$ cat src/rtl/lfsr_pkg.sv
//------------------------------------------------------------------------------
// Module      : lfsr_pkg
// Description : Shared types and helpers for the LFSR stream generator:
//               maximal-length tap table and a generic single-shift function.
// Revision    : 1.0 - initial release
//------------------------------------------------------------------------------
`default_nettype none

package lfsr_pkg;

    localparam int c_MAX_WIDTH = 32;

    // Result of one Fibonacci shift: next register value and the bit shifted out
    typedef struct packed {
        logic [c_MAX_WIDTH-1:0] state;
        logic                   out;
    } lfsr_res_t;

    // Maximal-length feedback masks; bit i set means stage i+1 feeds back
    function automatic logic [c_MAX_WIDTH-1:0] default_taps(input int width);
        logic [c_MAX_WIDTH-1:0] t;
        case (width)
            3:       t = 32'h0000_0006;
            4:       t = 32'h0000_000C;
            5:       t = 32'h0000_0014;
            6:       t = 32'h0000_0030;
            7:       t = 32'h0000_0060;
            8:       t = 32'h0000_00B8;
            9:       t = 32'h0000_0110;
            10:      t = 32'h0000_0240;
            11:      t = 32'h0000_0500;
            12:      t = 32'h0000_0829;
            13:      t = 32'h0000_100D;
            14:      t = 32'h0000_2015;
            15:      t = 32'h0000_6000;
            16:      t = 32'h0000_D008;
            17:      t = 32'h0001_2000;
            18:      t = 32'h0002_0400;
            19:      t = 32'h0004_0023;
            20:      t = 32'h0009_0000;
            21:      t = 32'h0014_0000;
            22:      t = 32'h0030_0000;
            23:      t = 32'h0042_0000;
            24:      t = 32'h00E1_0000;
            25:      t = 32'h0120_0000;
            26:      t = 32'h0200_0023;
            27:      t = 32'h0400_0013;
            28:      t = 32'h0900_0000;
            29:      t = 32'h1400_0000;
            30:      t = 32'h2000_0029;
            31:      t = 32'h4800_0000;
            32:      t = 32'h8020_0003;
            default: t = 32'h0000_0000;
        endcase
        return t;
    endfunction

    // One Fibonacci shift of a width-bit register held in the low bits of s:
    // feedback enters at bit 0, the bit leaving is s[width-1]
    function automatic lfsr_res_t lfsr_next(input logic [c_MAX_WIDTH-1:0] s,
                                            input logic [c_MAX_WIDTH-1:0] taps,
                                            input int                     width);
        lfsr_res_t r;
        logic      fb;
        fb = 1'b0;
        r  = '0;
        for (int i = 0; i < c_MAX_WIDTH; i++) begin
            if (i < width) begin
                fb = fb ^ (s[i] & taps[i]);
            end
            if (i == width - 1) begin
                r.out = s[i];
            end
        end
        for (int i = 1; i < c_MAX_WIDTH; i++) begin
            if (i < width) begin
                r.state[i] = s[i-1];
            end
        end
        r.state[0] = fb;
        return r;
    endfunction

endpackage

`default_nettype wire

$ cat src/rtl/lfsr_step.sv
//------------------------------------------------------------------------------
// Module      : lfsr_step
// Description : Combinational single Fibonacci shift stage.
// Revision    : 1.0 - initial release
//------------------------------------------------------------------------------
`default_nettype none

module lfsr_step
    import lfsr_pkg::*;
#(
    parameter int               WIDTH = 8,
    parameter logic [WIDTH-1:0] TAPS  = WIDTH'(default_taps(WIDTH))
) (
    input  logic [WIDTH-1:0] state_i,
    output logic [WIDTH-1:0] state_o,
    output logic             out_o
);

    lfsr_res_t w_res;
    logic      w_unused_hi;

    // Evaluate one shift on the zero-extended register
    always_comb begin
        w_res = lfsr_next(c_MAX_WIDTH'(state_i), c_MAX_WIDTH'(TAPS), WIDTH);
    end

    assign state_o     = w_res.state[WIDTH-1:0];
    assign out_o       = w_res.out;
    // Upper bits of the generic result are always zero for narrow registers
    assign w_unused_hi = ^w_res.state;

endmodule

`default_nettype wire

$ cat src/rtl/lfsr_stream_gen.sv
//------------------------------------------------------------------------------
// Module      : lfsr_stream_gen
// Description : Parametrised Fibonacci LFSR PRBS generator with multi-step
//               advance, seed load with zero-seed protection, enabled-cycle
//               counter and period-completion pulse.
// Revision    : 1.0 - initial release
//------------------------------------------------------------------------------
`default_nettype none

module lfsr_stream_gen
    import lfsr_pkg::*;
#(
    parameter int               WIDTH        = 8,
    parameter logic [WIDTH-1:0] TAPS         = WIDTH'(default_taps(WIDTH)),
    parameter int               STEPS        = 1,
    parameter logic [WIDTH-1:0] DEFAULT_SEED = WIDTH'(1)
) (
    input  logic             clk_i,
    input  logic             reset_ni,
    input  logic             en_i,
    input  logic             load_i,
    input  logic [WIDTH-1:0] seed_i,
    output logic [WIDTH-1:0] state_o,
    output logic [STEPS-1:0] dout_o,
    output logic             sout_o,
    output logic [WIDTH-1:0] cnt_o,
    output logic             period_done_o,
    output logic             seed_err_o
);

    logic [WIDTH-1:0] state_q, state_d;
    logic [WIDTH-1:0] ref_q,   ref_d;
    logic [WIDTH-1:0] cnt_q,   cnt_d;
    logic [STEPS-1:0] dout_q,  dout_d;
    logic             pd_q,    pd_d;
    logic             serr_q,  serr_d;

    logic [WIDTH-1:0] w_chain [STEPS+1];
    logic [STEPS-1:0] w_out;
    logic [WIDTH-1:0] w_adv;

    assign w_chain[0] = state_q;

    for (genvar k = 0; k < STEPS; k++) begin : g_step
        lfsr_step #(
            .WIDTH (WIDTH),
            .TAPS  (TAPS)
        ) u_step (
            .state_i (w_chain[k]),
            .state_o (w_chain[k+1]),
            .out_o   (w_out[k])
        );
    end

    // An all-zero register would lock up; restart from the default seed instead
    assign w_adv = (state_q == '0) ? DEFAULT_SEED : w_chain[STEPS];

    // Next-state selection: load beats advance, idle holds everything but the pulse
    always_comb begin
        state_d = state_q;
        ref_d   = ref_q;
        cnt_d   = cnt_q;
        dout_d  = dout_q;
        pd_d    = 1'b0;
        serr_d  = serr_q;
        if (load_i) begin
            if (seed_i != '0) begin
                state_d = seed_i;
                ref_d   = seed_i;
                serr_d  = 1'b0;
            end else begin
                state_d = DEFAULT_SEED;
                ref_d   = DEFAULT_SEED;
                serr_d  = 1'b1;
            end
            cnt_d  = '0;
            dout_d = '0;
        end else if (en_i) begin
            state_d = w_adv;
            cnt_d   = cnt_q + WIDTH'(1);
            dout_d  = w_out;
            pd_d    = (w_adv == ref_q);
        end
    end

    // State registers with synchronous active-low reset
    always_ff @(posedge clk_i) begin
        if (!reset_ni) begin
            state_q <= DEFAULT_SEED;
            ref_q   <= DEFAULT_SEED;
            cnt_q   <= '0;
            dout_q  <= '0;
            pd_q    <= 1'b0;
            serr_q  <= 1'b0;
        end else begin
            state_q <= state_d;
            ref_q   <= ref_d;
            cnt_q   <= cnt_d;
            dout_q  <= dout_d;
            pd_q    <= pd_d;
            serr_q  <= serr_d;
        end
    end

    assign state_o       = state_q;
    assign dout_o        = dout_q;
    assign sout_o        = state_q[WIDTH-1];
    assign cnt_o         = cnt_q;
    assign period_done_o = pd_q;
    assign seed_err_o    = serr_q;

    // The register must never hold zero once out of reset
    a_no_lockup: assert property (@(posedge clk_i) disable iff (!reset_ni) state_q != '0);

endmodule

`default_nettype wire

$ cat config.mk
export PLATFORM = sky130hd
export DESIGN_NAME = lfsr_stream_gen
export DESIGN_NICKNAME = d
export VERILOG_FILES = /design/src/rtl/lfsr_pkg.sv /design/src/rtl/lfsr_step.sv /design/src/rtl/lfsr_stream_gen.sv
export SDC_FILE = /design/constraint.sdc
export NUM_CORES = 1
export LEC_CHECK = 0
export CORE_ASPECT_RATIO = 0.7
export CORE_MARGIN = 2
export CORE_UTILIZATION = 48
export CTS_CLUSTER_SIZE = 24
export DETAILED_ROUTE_END_ITERATION = 10
export PLACE_DENSITY = 0.76
export SLEW_MARGIN = 10
export SYNTH_ARGS = -nofsm -noshare
export SYNTH_HDL_FRONTEND = slang
export SYNTH_SLANG_ARGS = --single-unit
$ cat constraint.sdc
create_clock -name clk_i -period 1.7 [get_ports clk_i]
set_input_delay 0.34 -clock clk_i [delete_from_list [all_inputs] [get_ports clk_i]]
set_output_delay 0.34 -clock clk_i [all_outputs]
set_load 0.01 [all_outputs]
Word level (Yosys, flattened, before mapping)
Cells that the tools add are included.

Output and inout bits: 20. Logic and storage cells: 23. Register bits: 27. Input port bits: 12.

Multiplexer cells: 5. Reduce and logical (&&, ||, !) cells: 5. $add $sub $neg: 1. Equality and inequality tests: 1. Bitwise gates (word level): 5.

Operators with widths (count): two-way mux 8 bit (4); adder 8 x 1 -> 8 bit, second input constant (1); == test 8 bit (1); zero test 8 bit (1); nonzero test 8 bit (1); OR reduction 3 bit (1); bitwise XOR 1 bit (3); NOT 1 bit (2); nonzero test 2 bit (1); OR reduction 2 bit (1); two-way mux 1 bit (1).

Logic depth before layout (Yosys ltp)
Gate-level depths: netlist of run 1.

Depth in word-level cells: 6. Mapped depth: 5. Mapped depth without buffers: 4.

Modules after synthesis
From an unflattened synthesis of run 1, not the netlist that was laid out.

Cell total of the unflattened synthesis: 175. Area, all modules: 1491.4 um^2.

Modules (own cells, without submodules): lfsr_stream_gen (cells each 164, times used 1, seq. area each 540.5 um^2, area each 1405.1 um^2); lfsr_step (cells each 11, times used 1, seq. area each 0.0 um^2, area each 86.3 um^2).

Least setup slack after synthesis of run 1
OpenSTA, ideal clock, no wires.

Path kind: register to register. Start: reg state_q[5], in the netlist state_o[5]. End: reg pd_q, in the netlist period_done_o. Library setup time: 0.066 ns. Stages on the path, launching flop included: 5. Path buffers: 0. Path slack: 0.342 ns. Period minus slack after synthesis: 1.358 ns. Arrival: 1.292 ns. Path through: dfxtp_1 -> xor2_1 -> mux2_2 -> a21o_1 -> a21oi_2.

Word-level cells in the longest chain between the ends: 4. Elaborated cells on any way between the ends: 5. Classes of those cells: eq/ne (1); mux (1); bitwise (2); reduce/logical (1).

Ends and longest elaborated chain: from (decl) (line lfsr_stream_gen.sv:31) `logic [WIDTH-1:0] state_q, state_d;`; from (signal assigned) (line lfsr_stream_gen.sv:96) `state_q <= state_d;`; bitwise XOR 1 bit (2 in a row) (line lfsr_pkg.sv:69) `fb = fb ^ (s[i] & taps[i]);`; two-way mux 8 bit (*) (line lfsr_stream_gen.sv:56) `assign w_adv = (state_q == '0) ? DEFAULT_SEED : w_chain[STEPS];`; == test 8 bit (*) (line lfsr_stream_gen.sv:82) `pd_d = (w_adv == ref_q);`; to (signal assigned) (line lfsr_stream_gen.sv:100) `pd_q <= pd_d;`; to (decl) (line lfsr_stream_gen.sv:35) `logic pd_q, pd_d;`.

Every way passes the cells marked *; elsewhere a longest branch is shown, timed or not. A chain may end at the register's enable or synchronous reset.

Worst setup path after layout of run 1
Start: reg state_q[6], in the netlist state_o[6]. End: out state_o[6].

RTL lines: to (decl) (line lfsr_stream_gen.sv:23) `output logic [WIDTH-1:0] state_o,`.

No word-level cell between the ends.

==> results of run 1 <==
## power groups by stage
| stage | clock [µW] | combinational [µW] | sequential [µW] |
|---|---|---|---|
| after CTS | 369 | 214 | 693 |
| after global placement | 0 | 207 | 704 |
| after floorplan | 0 | 110 | 705 |
| final | 353 | 213 | 694 |
| after global routing | 389 | 232 | 697 |
| after detailed placement | 0 | 213 | 706 |
## registers in the layout (all words and copies together) (netlist names)
signal         count
state_o            8
dout_o             1
seed_err_o         1
period_done_o      1
cnt_o              8
ref_q              8
## layout make-up
type | count | area share, %
clock buffers | 4 | 2.66
inverters | 1 | 0.222
multi-input cells | 101 | 39.8
flip-flops and latches | 27 | 32.2
well taps | 34 | 2.51
repair buffers | 39 | 22.6
## worst paths after layout
kind / from / end / slack (ps) / cells past startpoint
setup / recovery: state_o[6] / state_o[6] / 70 / 1
setup reg to reg: state_o[7] / state_o[0] / 320 / 4
hold / removal: seed_err_o / seed_err_o / 480 / 2
hold reg to reg: seed_err_o / seed_err_o / 480 / 2
## per-layer routing
| metal | GRT usage (%) | routed length [µm] | part of all wire [%] | up-vias |
|---|---|---|---|---|
| li1 | - | - | - | 540 |
| met1 | 30.4 | 1510 | 48 | 510 |
| met2 | 38.2 | 1500 | 48 | 24 |
| met3 | 6.00 | 110 | 3.5 | 0 |
| met4 | 5.83 | 0 | 0 | 0 |
| met5 | 0 | 0 | 0 | - |
## Yosys cell counts, types with 3 or more instances
| cell type | instances | area [µm²] |
|---|---|---|
| a21boi_0 | 6 | 45.0 |
| a21oi_1 | 3 | 15.0 |
| and2_1 | 5 | 31.3 |
| buf_2 | 3 | 15.0 |
| clkbuf_1 | 3 | 11.3 |
| dfxtp_1 | 27 | 541 |
| mux2i_1 | 11 | 110 |
| nand2_1 | 17 | 63.8 |
| nor2_1 | 8 | 30.0 |
| nor4_1 | 4 | 25.0 |
| o21ai_0 | 8 | 40.0 |
| xor2_1 | 12 | 105 |
## kinds of logic after synthesis
family | synth area share, %
buffers and inverters | 3.57
flip-flops | 42.9
AND/OR/NAND/NOR | 19.3
AO/OA/AOI/OAI | 13.9
XOR/XNOR | 9.73
multiplexers | 9.63
adder cells (fa/ha/maj) | 0.993
## repair_timing
action                                  in CTS  in global routing
hold buffers                                 0                  0
endpoints found under the setup margin       2                  3
gates resized for setup                      2                  2
## per-stage QoR
step	setup slack, ps	TNS (ps)	std cells
2_1_floorplan	342	0	137
4_1_cts	13.8	0	206
6_report	74.2	0	206
5_1_grt	14.7	0	206
3_5_place_dp	-6.07	-9.51	202
3_3_place_gp	62.2	0	202
==> qor.txt, run 1 <==
Area grow syn2layout: 34.5%
Minimum clock period: 1630 ps
Inserted Diodes: 0
Cell family with most CP delay: buffers and inverters
CTS max path bufs: 2
Critical Path RT: 1360 ps
HPWL after DPL: 2420 µm
Net count, final: 186
Synth Warn #: 0
Sw frac: 24.9%
Via/cell ratio: 5.21
Total core area: 2480 µm²
Most used DFF post-synth: dfxtp_1
Gr ovfl total: 0
Final Max Slew Viols: 0
Total power: 1260 µW
Syn Inst Count: 137
Clock power frac: 28.0%
CP cell instances: clkdlybuf4s50_1
Number of global-route vias before repair: 1089
Final GP Congestion: 0.800
Fillers: 205
Ys async rst share: 0%
Highest cell delay on the worst timing path: 580 ps
Die height: 46.9 µm
Commonest non-fill, non-tap cell in the layout: clkdlybuf4s50_1
Final Skew: 5.51 ps
Final Cycle Share: 95.6%
Die area: 3060 µm²
Worst-Margin Slew: 337 ps
Ports: 32
Setup Fix Bufs, Post-CTS: 0
Setup Viol. Count Final: 0
Fmax: 615 MHz
Port bufs: 31
Post-synth net total: 150
Final instance area: 1690 µm²
Arr. time, crit path: 1290 ps
Root Driver: clkbuf_8
Share of layout cells above drive strength 1: 10.5%
Buf/Inv on CP: 1
Commonest non-fill, non-tap cells in the layout: clkdlybuf4s50_1 (31), dfxtp_1 (23), nand2_1 (17)
DR WL/cell: 15.1 µm
Clock sink count: 27
DR pass1 iterations: 4
Multi-input gate area in the final layout: 674 µm²
Sw power: 314 µW
Pwr dens: 744 nW/µm²
Post-DRT Antenna Nets: 0
Register clock-pin slew on the reported worst setup and hold paths: 80 ps
EDFF count, synth: 0
Syn avg cell area: 9.20 µm²
Synth cell types: 34
Crit path launch type: flop
Fin. Hold Viols: 0
CP max FO: 5
Skew-Pair Late Insertion Delay: 270 ps
Final core utilization: 68.4%
Part of the power in registers: 55.1%
Die width: 65.2 µm
WL final: 3120 µm
CTS tree: built
Worst min path class: reg2reg
GRT Util Overall: 22.9%
Initial antenna violation count: 0
Gate power share: 16.9%
FF+latch count, synth: 27
DRC Markers: 0
Setup repair after global routing missed its margin: false
Crit path kind: reg2out
Initial Utilization: 50.9%
Row Count: 15
Sequential area share after synthesis: 42.9%
Storage cell area: 546 µm²
CTS Buf Count: 3
Max-cap viol count: 0
H-tree depth: 1
Leakage: 0.000703 µW
Vias: 1074
WHS: 477 ps
First-pass GRT wire length: 5180 µm
Dpl cell area: 1640 µm²
Status: completed
CP max stage cell: clkdlybuf4s50_1
Worst vdd ir: 0.000480 V
Int Power: 946 µW
Max-slew headroom: 77.3%
CP Capture Type: output port
Initial DRC Count: 120
Cell area after synthesis: 1260 µm²
Largest net degree at the start of global routing: 17
No activity file was read; power rests on OpenSTA's default activity.
==> run 2: changes to the inputs <==
--- a/config.mk
+++ b/config.mk
@@ -8,6 +8,7 @@
 export CORE_ASPECT_RATIO = 0.7
 export CORE_MARGIN = 2
 export CORE_UTILIZATION = 48
+export CTS_CLUSTER_DIAMETER = 120
 export CTS_CLUSTER_SIZE = 24
 export DETAILED_ROUTE_END_ITERATION = 10
 export PLACE_DENSITY = 0.76
==> results of run 2 <==
No change in the layout: final DEF, timing and power equal those of run 1.
